[src/rtl/mem_responder.sv]
// Memory-side responder for one core: arbitrates icache/dcache requests onto a
// single ready-handshaked RAM port, one word at a time, with a timeout guard.
module mem_responder #(
  parameter int          TIMEOUT  = 64,
  parameter logic [31:0] ERR_WORD = 32'hBAD0BAD0
) (
  input  logic        CLK,
  input  logic        nRST,
  input  logic        iREN,
  input  logic [31:0] iaddr,
  output logic        iwait,
  output logic [31:0] iload,
  input  logic        dREN,
  input  logic        dWEN,
  input  logic [31:0] daddr,
  input  logic [31:0] dstore,
  output logic        dwait,
  output logic [31:0] dload,
  output logic        ramREN,
  output logic        ramWEN,
  output logic [31:0] ramaddr,
  output logic [31:0] ramstore,
  input  logic [31:0] ramload,
  input  logic        ramready,
  output logic        err
);

  localparam int CNT_W = (TIMEOUT > 2) ? $clog2(TIMEOUT) : 1;

  typedef enum logic [1:0] {IDLE, IACC, DACC} state_t;

  state_t             state, state_next;
  logic               last_d, last_d_next;
  logic [CNT_W-1:0]   cnt, cnt_next;
  logic               err_next;
  logic               grant_i, grant_d;
  logic [31:0]        hold_addr, hold_data;
  logic               hold_wr;
  logic               d_req, timed_out;

  assign d_req     = dREN | dWEN;
  assign timed_out = (cnt == CNT_W'(TIMEOUT - 1));

  always_ff @(posedge CLK or negedge nRST) begin
    if (!nRST) begin
      state  <= IDLE;
      last_d <= 1'b0;
      cnt    <= '0;
      err    <= 1'b0;
    end else begin
      state  <= state_next;
      last_d <= last_d_next;
      cnt    <= cnt_next;
      err    <= err_next;
    end
  end

  // Request fields are captured at grant so later port changes cannot disturb the access.
  always_ff @(posedge CLK) begin
    if (grant_d) begin
      hold_addr <= daddr;
      hold_data <= dstore;
      hold_wr   <= dWEN;
    end else if (grant_i) begin
      hold_addr <= iaddr;
      hold_wr   <= 1'b0;
    end
  end

  always_comb begin
    state_next  = state;
    last_d_next = last_d;
    cnt_next    = cnt;
    err_next    = err;
    grant_i     = 1'b0;
    grant_d     = 1'b0;
    iwait       = 1'b1;
    dwait       = 1'b1;
    iload       = '0;
    dload       = '0;
    ramREN      = 1'b0;
    ramWEN      = 1'b0;
    ramaddr     = '0;
    ramstore    = '0;
    case (state)
      IDLE: begin
        // On contention the side not served last wins.
        if (d_req && (!iREN || !last_d)) begin
          grant_d    = 1'b1;
          state_next = DACC;
          cnt_next   = '0;
        end else if (iREN) begin
          grant_i    = 1'b1;
          state_next = IACC;
          cnt_next   = '0;
        end
      end
      IACC: begin
        ramREN  = 1'b1;
        ramaddr = hold_addr;
        if (ramready) begin
          iwait       = 1'b0;
          iload       = ramload;
          state_next  = IDLE;
          last_d_next = 1'b0;
        end else if (!iREN) begin
          state_next = IDLE;
        end else if (timed_out) begin
          iwait       = 1'b0;
          iload       = ERR_WORD;
          err_next    = 1'b1;
          state_next  = IDLE;
          last_d_next = 1'b0;
        end else begin
          cnt_next = cnt + 1'b1;
        end
      end
      DACC: begin
        ramREN   = ~hold_wr;
        ramWEN   = hold_wr;
        ramstore = hold_wr ? hold_data : '0;
        ramaddr  = hold_addr;
        if (ramready) begin
          dwait       = 1'b0;
          dload       = hold_wr ? '0 : ramload;
          state_next  = IDLE;
          last_d_next = 1'b1;
        end else if (!d_req) begin
          state_next = IDLE;
        end else if (timed_out) begin
          dwait       = 1'b0;
          dload       = hold_wr ? '0 : ERR_WORD;
          err_next    = 1'b1;
          state_next  = IDLE;
          last_d_next = 1'b1;
        end else begin
          cnt_next = cnt + 1'b1;
        end
      end
      default: state_next = IDLE;
    endcase
  end

endmodule

[config.mk]
export PLATFORM = sky130hd
export DESIGN_NAME = mem_responder
export DESIGN_NICKNAME = d
export VERILOG_FILES = /design/src/rtl/mem_responder.sv
export SDC_FILE = /design/constraint.sdc
export NUM_CORES = 1
export LEC_CHECK = 0
export CAP_MARGIN = 0
export CORE_MARGIN = 3
export CORE_UTILIZATION = 32
export CTS_CLUSTER_DIAMETER = 100
export DETAILED_ROUTE_END_ITERATION = 8
export PLACE_DENSITY_LB_ADDON = 0.05
export SLEW_MARGIN = 40
export SYNTH_ARGS = -nofsm -noshare
export SYNTH_HDL_FRONTEND = slang
export SYNTH_SLANG_ARGS = --single-unit
export TNS_END_PERCENT = 1
[constraint.sdc]
create_clock -name CLK -period 3.8 [get_ports CLK]
set_input_delay 0.38 -clock CLK [delete_from_list [all_inputs] [get_ports CLK]]
set_output_delay 0.38 -clock CLK [all_outputs]
set_load 0.01 [all_outputs]
==> impl_metrics.json, run 1 <==
{
  "postRouteAntennaNets": 0,
  "numPortBuffers": 266,
  "detailedRoute.firstPassIterationCount": 4,
  "hold_class": "in2async",
  "crit_path_max_fanout": 37,
  "power.density_mw_per_mm2": 642,
  "cts_tree": "done",
  "track_usage_pct": 17.4,
  "dpl.hpwl_mm": 9.67,
  "synth_nets": 487,
  "reg2reg_slack_ps": 1400,
  "synth_seq_area_share_pct": 56.1,
  "synth_compound_area_share_pct": 5.32,
  "startpoint_type": "flop",
  "async_reset_ff_share_pct": 13.3,
  "rows": 39,
  "worstPathArrival_ps": 2820,
  "min_period_ps": 3200,
  "critical_path_buf_inv_count": 5,
  "die_h_um": 117,
  "fin_util_pct": 60.0,
  "drtIter0Drc": 124,
  "die_x_um": 117,
  "fillCellCount": 1012,
  "path_cells": "inv_1 -> ha_1 -> buf_4 -> inv_1 -> nor2_1 -> buf_4 -> nand2_1 -> nor2_1 -> clkdlybuf4s50_1",
  "place_ws_ps": 726,
  "r2r_end": "cnt[0]$_DFFE_PN0P_",
  "p_int_mw": 3.02,
  "yosysWarnings": 0,
  "synth_top_family_by_area": "simple AND/OR/NAND/NOR gates",
  "netlist-cell-type-count": 35,
  "clk_pin_slew_worst_paths_ps": 60,
  "ys_ff_latch": 75,
  "antenna_found_initial": 0,
  "drc": 0,
  "syn_avg_cell_area_um2": 11.3,
  "drv_slew": 0,
  "pwr-share-seq_pct": 30.5,
  "reg2reg_from": "state[1]$_DFFE_PN0N_",
  "cts_hold_buf": 0,
  "viasPerCell": 4.81,
  "p_sw_share_pct": 33.0,
  "synth.area.mux_share_pct": 9.97,
  "synthFlopType": "edfxtp_1",
  "post_cts.repair.setup_buffers": 0,
  "worst_pin_slew_ps": 633,
  "overflow": 0,
  "synthAdderAreaFrac_pct": 1.59,
  "post_drt_wl_per_cell_um": 16.6,
  "synth-simple-area-share_pct": 23.1,
  "syn_inst": 348,
  "reg2regPathDepth": 6,
  "finalSetupViolations": 0,
  "p_sw_mw": 1.49,
  "clock_sinks": 75,
  "first_global_vias": 3379,
  "clkPwrFrac_pct": 18.5,
  "fin_nets": 746,
  "final_layout_size_suffix_gt1_share_pct": 9.64,
  "fin_ws_ps": 596,
  "cts_made_buffers": 9,
  "drv_cap": 0,
  "endpoint_kind": "output pin",
  "p_leak_nw": 2.82,
  "fin_tns_setup_ps": 0,
  "crit_family": "buffers and inverters",
  "grtUsageMet2_pct": 31.7,
  "cp_data_required_time_ps": 3420,
  "diodes": 0,
  "num_vias": 3630,
  "cts_max_path_buffers": 2,
  "synth-xor-area-share_pct": 0,
  "initial_core_util_pct": 33.5,
  "finalHoldViolCount": 0,
  "grtUsageMet3_pct": 6.32,
  "cts_max_level": 3,
  "gp_congestion": 0.779,
  "num_io_pins": 267,
  "rsz0062_at_grt": "false",
  "core-area_mm2": 0.0117,
  "grt_util_met1_pct": 18.5,
  "slew_headroom_pct": 57.8,
  "grt_first_pass_wirelength_mm": 18.1,
  "area.growth.synth_to_final_pct": 78.8,
  "peakVddDrop_mv": 0.327,
  "root_buffer": "clkbuf_16",
  "max_freq_ghz": 0.312,
  "critical_path.slowest_cell": "clkdlybuf4s50_1",
  "outcome": "finished, final reports clean",
  "ctsResizeCount": 0,
  "finClkSkew_ps": 5.33,
  "finalCritPeriodShare_pct": 84.3,
  "grt_max_degree": 43,
  "synth_area_mm2": 0.00393,
  "critPathKind": "reg2out",
  "synth_edf_count": 65,
  "clkLatencyLatePin_ps": 330,
  "crit_path_max_incr_delay_ps": 560,
  "busiest_layer": "met2",
  "fp.dieArea_mm2": 0.0136,
  "drt-total-wl_mm": 12.5,
  "power_frac_comb_pct": 51.0
}
==> worst max path at each step <==
stage                     slack [ps]                  from                      to  cells after the start
after floorplan                  170  state[0]$_DFFE_PN0N_  hold_addr[0]$_DFFE_PP_                      3
after global placement           830                  iREN                   iwait                      5
after detailed placement         730              ramready               dload[27]                      7
after CTS                        560  state[0]$_DFFE_PN0N_               dload[27]                      9
after global routing             360  state[0]$_DFFE_PN0N_               dload[27]                      9
final                            600  state[0]$_DFFE_PN0N_               dload[27]                      9
==> power groups by stage <==
stage	sequential, mW	combinational (mW)	clock, mW
4_1_cts	1.40	2.32	0.855
6_report	1.37	2.30	0.835
5_1_grt	1.41	2.50	0.895
3_3_place_gp	1.40	2.28	0
2_1_floorplan	1.38	1.18	0
3_5_place_dp	1.42	2.30	0
==> metal layers <==
metal  routed length [µm]  vias up
met5                    0        -
met4                  181        0
met3                 1300       13
met2                 6540      169
met1                 4490     1675
li1                     -     1773
==> cell usage in the layout, fill, tap and decap left out, types with 5 or more instances in the layout <==
cell type and n:
and3_1 67, clkbuf_16 9, nand2_1 5, mux2_2 33
nor2_1 51, inv_1 9, clkdlybuf4s50_1 266, buf_4 7
and2_1 34, dfrtp_1 10, o31ai_1 7, edfxtp_1 65
==> area by class of cell <==
class | count | area [µm²] | share of cell area, %
clock buffer | 13 | 250 | 3.56
clock inverter | 3 | 40.0 | 0.570
inverter | 10 | 37.5 | 0.534
multi-input combinational | 237 | 1590 | 22.6
sequential | 75 | 2200 | 31.4
tap | 143 | 179 | 2.55
timing repair buffer | 274 | 2730 | 38.8
==> state kept, by name (all words and copies together), names as in the netlist <==
| name | flops |
|---|---|
| state | 2 |
| last_d | 1 |
| hold_data | 32 |
| hold_wr | 1 |
| cnt | 6 |
| hold_addr | 32 |
| err | 1 |
==> cell usage after synthesis (all sizes together), types with 2 or more instances <==
cell type   n  area, µm²
and2       34        213
o21a        2       15.0
dfrtp      10        250
nand2       5       18.8
or4         3       22.5
and3       67        419
o31ai       7       52.6
mux2i       2       20.0
a31oi       2       12.5
mux2       33        372
inv         9       33.8
o21ai       4       20.0
nor3        3       15.0
nand3       3       15.0
a21oi       4       20.0
edfxtp     65       1950
buf         5       37.5
clkbuf     21       78.8
nor2       51        191
ha          5       62.6
==> through the flow <==
stage	instance area, µm²	power [mW]	instances	hold WS, ps
floorplan	3930	2.55	348	84.4
global placement	6720	3.67	738	471
detailed placement	6720	3.72	738	481
CTS	7010	4.57	754	396
global route	7020	4.80	755	415
finish	7020	4.51	755	384
==> kinds of logic (layout without fill, tap and decap cells) <==
group	Yosys count	after routing
AND/OR/NAND/NOR	168	168
flip-flops	75	75
buffers and inverters	36	300
multiplexers	35	35
AO/OA/AOI/OAI	29	29
adder cells (fa/ha/maj)	5	5
Power figures use the tool's default switching activity.
==> inputs of run 2 (changes only) <==
--- a/config.mk
+++ b/config.mk
@@ -7,7 +7,7 @@
 export LEC_CHECK = 0
 export CAP_MARGIN = 0
 export CORE_MARGIN = 3
-export CORE_UTILIZATION = 32
+export CORE_UTILIZATION = 36
 export CTS_CLUSTER_DIAMETER = 100
 export DETAILED_ROUTE_END_ITERATION = 8
 export PLACE_DENSITY_LB_ADDON = 0.05
==> constraint.sdc (replaced) <==
create_clock -name CLK -period 3.3 [get_ports CLK]
set_input_delay 0.33 -clock CLK [delete_from_list [all_inputs] [get_ports CLK]]
set_output_delay 0.33 -clock CLK [all_outputs]
set_load 0.01 [all_outputs]
==> impl_metrics.json, run 2 (synthesis gave the netlist of run 1 again) <==
{
  "postRouteAntennaNets": 0,
  "cts_tree": "done",
  "power_mw": 5.09,
  "grt_first_pass_wirelength_mm": 20.3,
  "detailedRoute.firstPassIterationCount": 4,
  "finalSetupViolations": 0,
  "diodes": 0,
  "p_int_mw": 3.33,
  "drv_slew": 0,
  "p_sw_share_pct": 34.7,
  "core-area_mm2": 0.0105,
  "hold_class": "in2async",
  "clkPwrFrac_pct": 15.8,
  "worstPathArrival_ps": 2710,
  "post_cts.repair.setup_buffers": 0,
  "slew_headroom_pct": 55.4,
  "final_layout_size_suffix_gt1_share_pct": 9.93,
  "layoutNonFillerInstCount": 750,
  "p_sw_mw": 1.76,
  "numPortBuffers": 266,
  "fin_util_pct": 66.6,
  "fp.dieArea_mm2": 0.0122,
  "place_ws_ps": 391,
  "fin_nets": 748,
  "overflow": 0,
  "fin_ws_ps": 264,
  "viasPerCell": 4.98,
  "endpoint_kind": "output pin",
  "peakVddDrop_mv": 0.424,
  "power.density_mw_per_mm2": 731,
  "layout_common_cells": "clkdlybuf4s50_1 (266), and3_1 (67), edfxtp_1 (65)",
  "rsz0062_at_grt": "false",
  "root_buffer": "clkbuf_8",
  "finalHoldViolCount": 0,
  "power_frac_comb_pct": 53.4,
  "cts_max_level": 3,
  "clk_pin_slew_worst_paths_ps": 90,
  "gp_congestion": 0.976,
  "min_period_ps": 3040,
  "post_drt_wl_per_cell_um": 17.9,
  "cts_made_buffers": 9,
  "num_io_pins": 267,
  "grt_max_degree": 43,
  "p_leak_nw": 2.80,
  "crit_path_max_fanout": 16,
  "critPathKind": "reg2out",
  "cts_max_path_buffers": 2,
  "dpl.hpwl_mm": 10.4,
  "die_h_um": 110,
  "fin_area_mm2": 0.00697,
  "largestRegisters": "hold_addr (32), hold_data (32), cnt (6)",
  "antenna_found_initial": 0,
  "cts_hold_buf": 0,
  "fillCellCount": 827,
  "worst_pin_slew_ps": 667,
  "first_global_vias": 3640,
  "dpl-instance-area_mm2": 0.00674,
  "pwr-share-seq_pct": 30.8,
  "track_usage_pct": 20.9,
  "fin_tns_setup_ps": 0,
  "cp_data_required_time_ps": 2970,
  "drc": 0,
  "initial_core_util_pct": 37.5,
  "die_x_um": 110,
  "max_freq_ghz": 0.329,
  "rows": 37,
  "drtIter0Drc": 353,
  "drv_cap": 0,
  "drt-total-wl_mm": 13.4,
  "clock_sinks": 75,
  "startpoint_type": "flop",
  "num_vias": 3738,
  "clkLatencyLatePin_ps": 350,
  "final_common_cell": "clkdlybuf4s50_1",
  "ctsResizeCount": 0,
  "finalCritPeriodShare_pct": 92.0,
  "outcome": "finished, final reports clean",
  "place_inst": 734,
  "holdWs_ps": 300,
  "area.growth.synth_to_final_pct": 77.4,
  "finClkSkew_ps": 15.5
}
## run 2: cell count changes in the layout (fill, tap and decap cells not counted), sizes merged
cell,change
clkbuf,-3
inv,+2
bufinv,+1
buf,+2
## run 2: final cells by class
class / count / area (µm²) / area share [%]
Timing Repair Buffer: 276 / 2750 / 39.5
Clock buffer: 10 / 128 / 1.83
Clock inverter: 6 / 97.6 / 1.40
Multi-Input combinational cell: 237 / 1580 / 22.7
Sequential cell: 75 / 2200 / 31.6
Tap cell: 136 / 170 / 2.44
Inverter: 10 / 37.5 / 0.539
## run 2: power by group through the flow
stage	Combinational, mW	Sequential, mW	Clock, mW
detailed placement	2.75	1.59	0
finish	2.72	1.57	0.805
CTS	2.76	1.57	0.823
floorplan	1.35	1.58	0
global route	2.94	1.60	0.864
global placement	2.71	1.57	0
## run 2: worst paths after layout
check	cells past startpoint	slack, ps	to	start
setup / recovery	6	260	dload[20]	cnt[0]$_DFFE_PN0P_
hold / removal	1	300	state[0]$_DFFE_PN0N_	nRST
setup reg to reg	6	860	cnt[3]$_DFFE_PN0P_	state[1]$_DFFE_PN0N_
hold reg to reg	2	480	err$_DFFE_PN0P_	err$_DFFE_PN0P_
max in group asynchronous	1	2680	state[1]$_DFFE_PN0N_	nRST
min in group CLK	2	480	err$_DFFE_PN0P_	err$_DFFE_PN0P_
## run 2: layer usage
metal	up-vias	wire length [µm]	GRT usage (%)
li1	1779	-	-
met1	1752	5000	22.5
met2	186	6910	38.6
met3	21	1080	6.30
met4	0	391	7.55
met5	-	0	0
## run 2: worst max-delay path, cell delays in order (launching register included)
cell	delay [ps]
dfrtp_1	390
ha_1	220
nand2_1	140
o31ai_1	390
nand2_1	430
nor2_1	240
clkdlybuf4s50_1	570
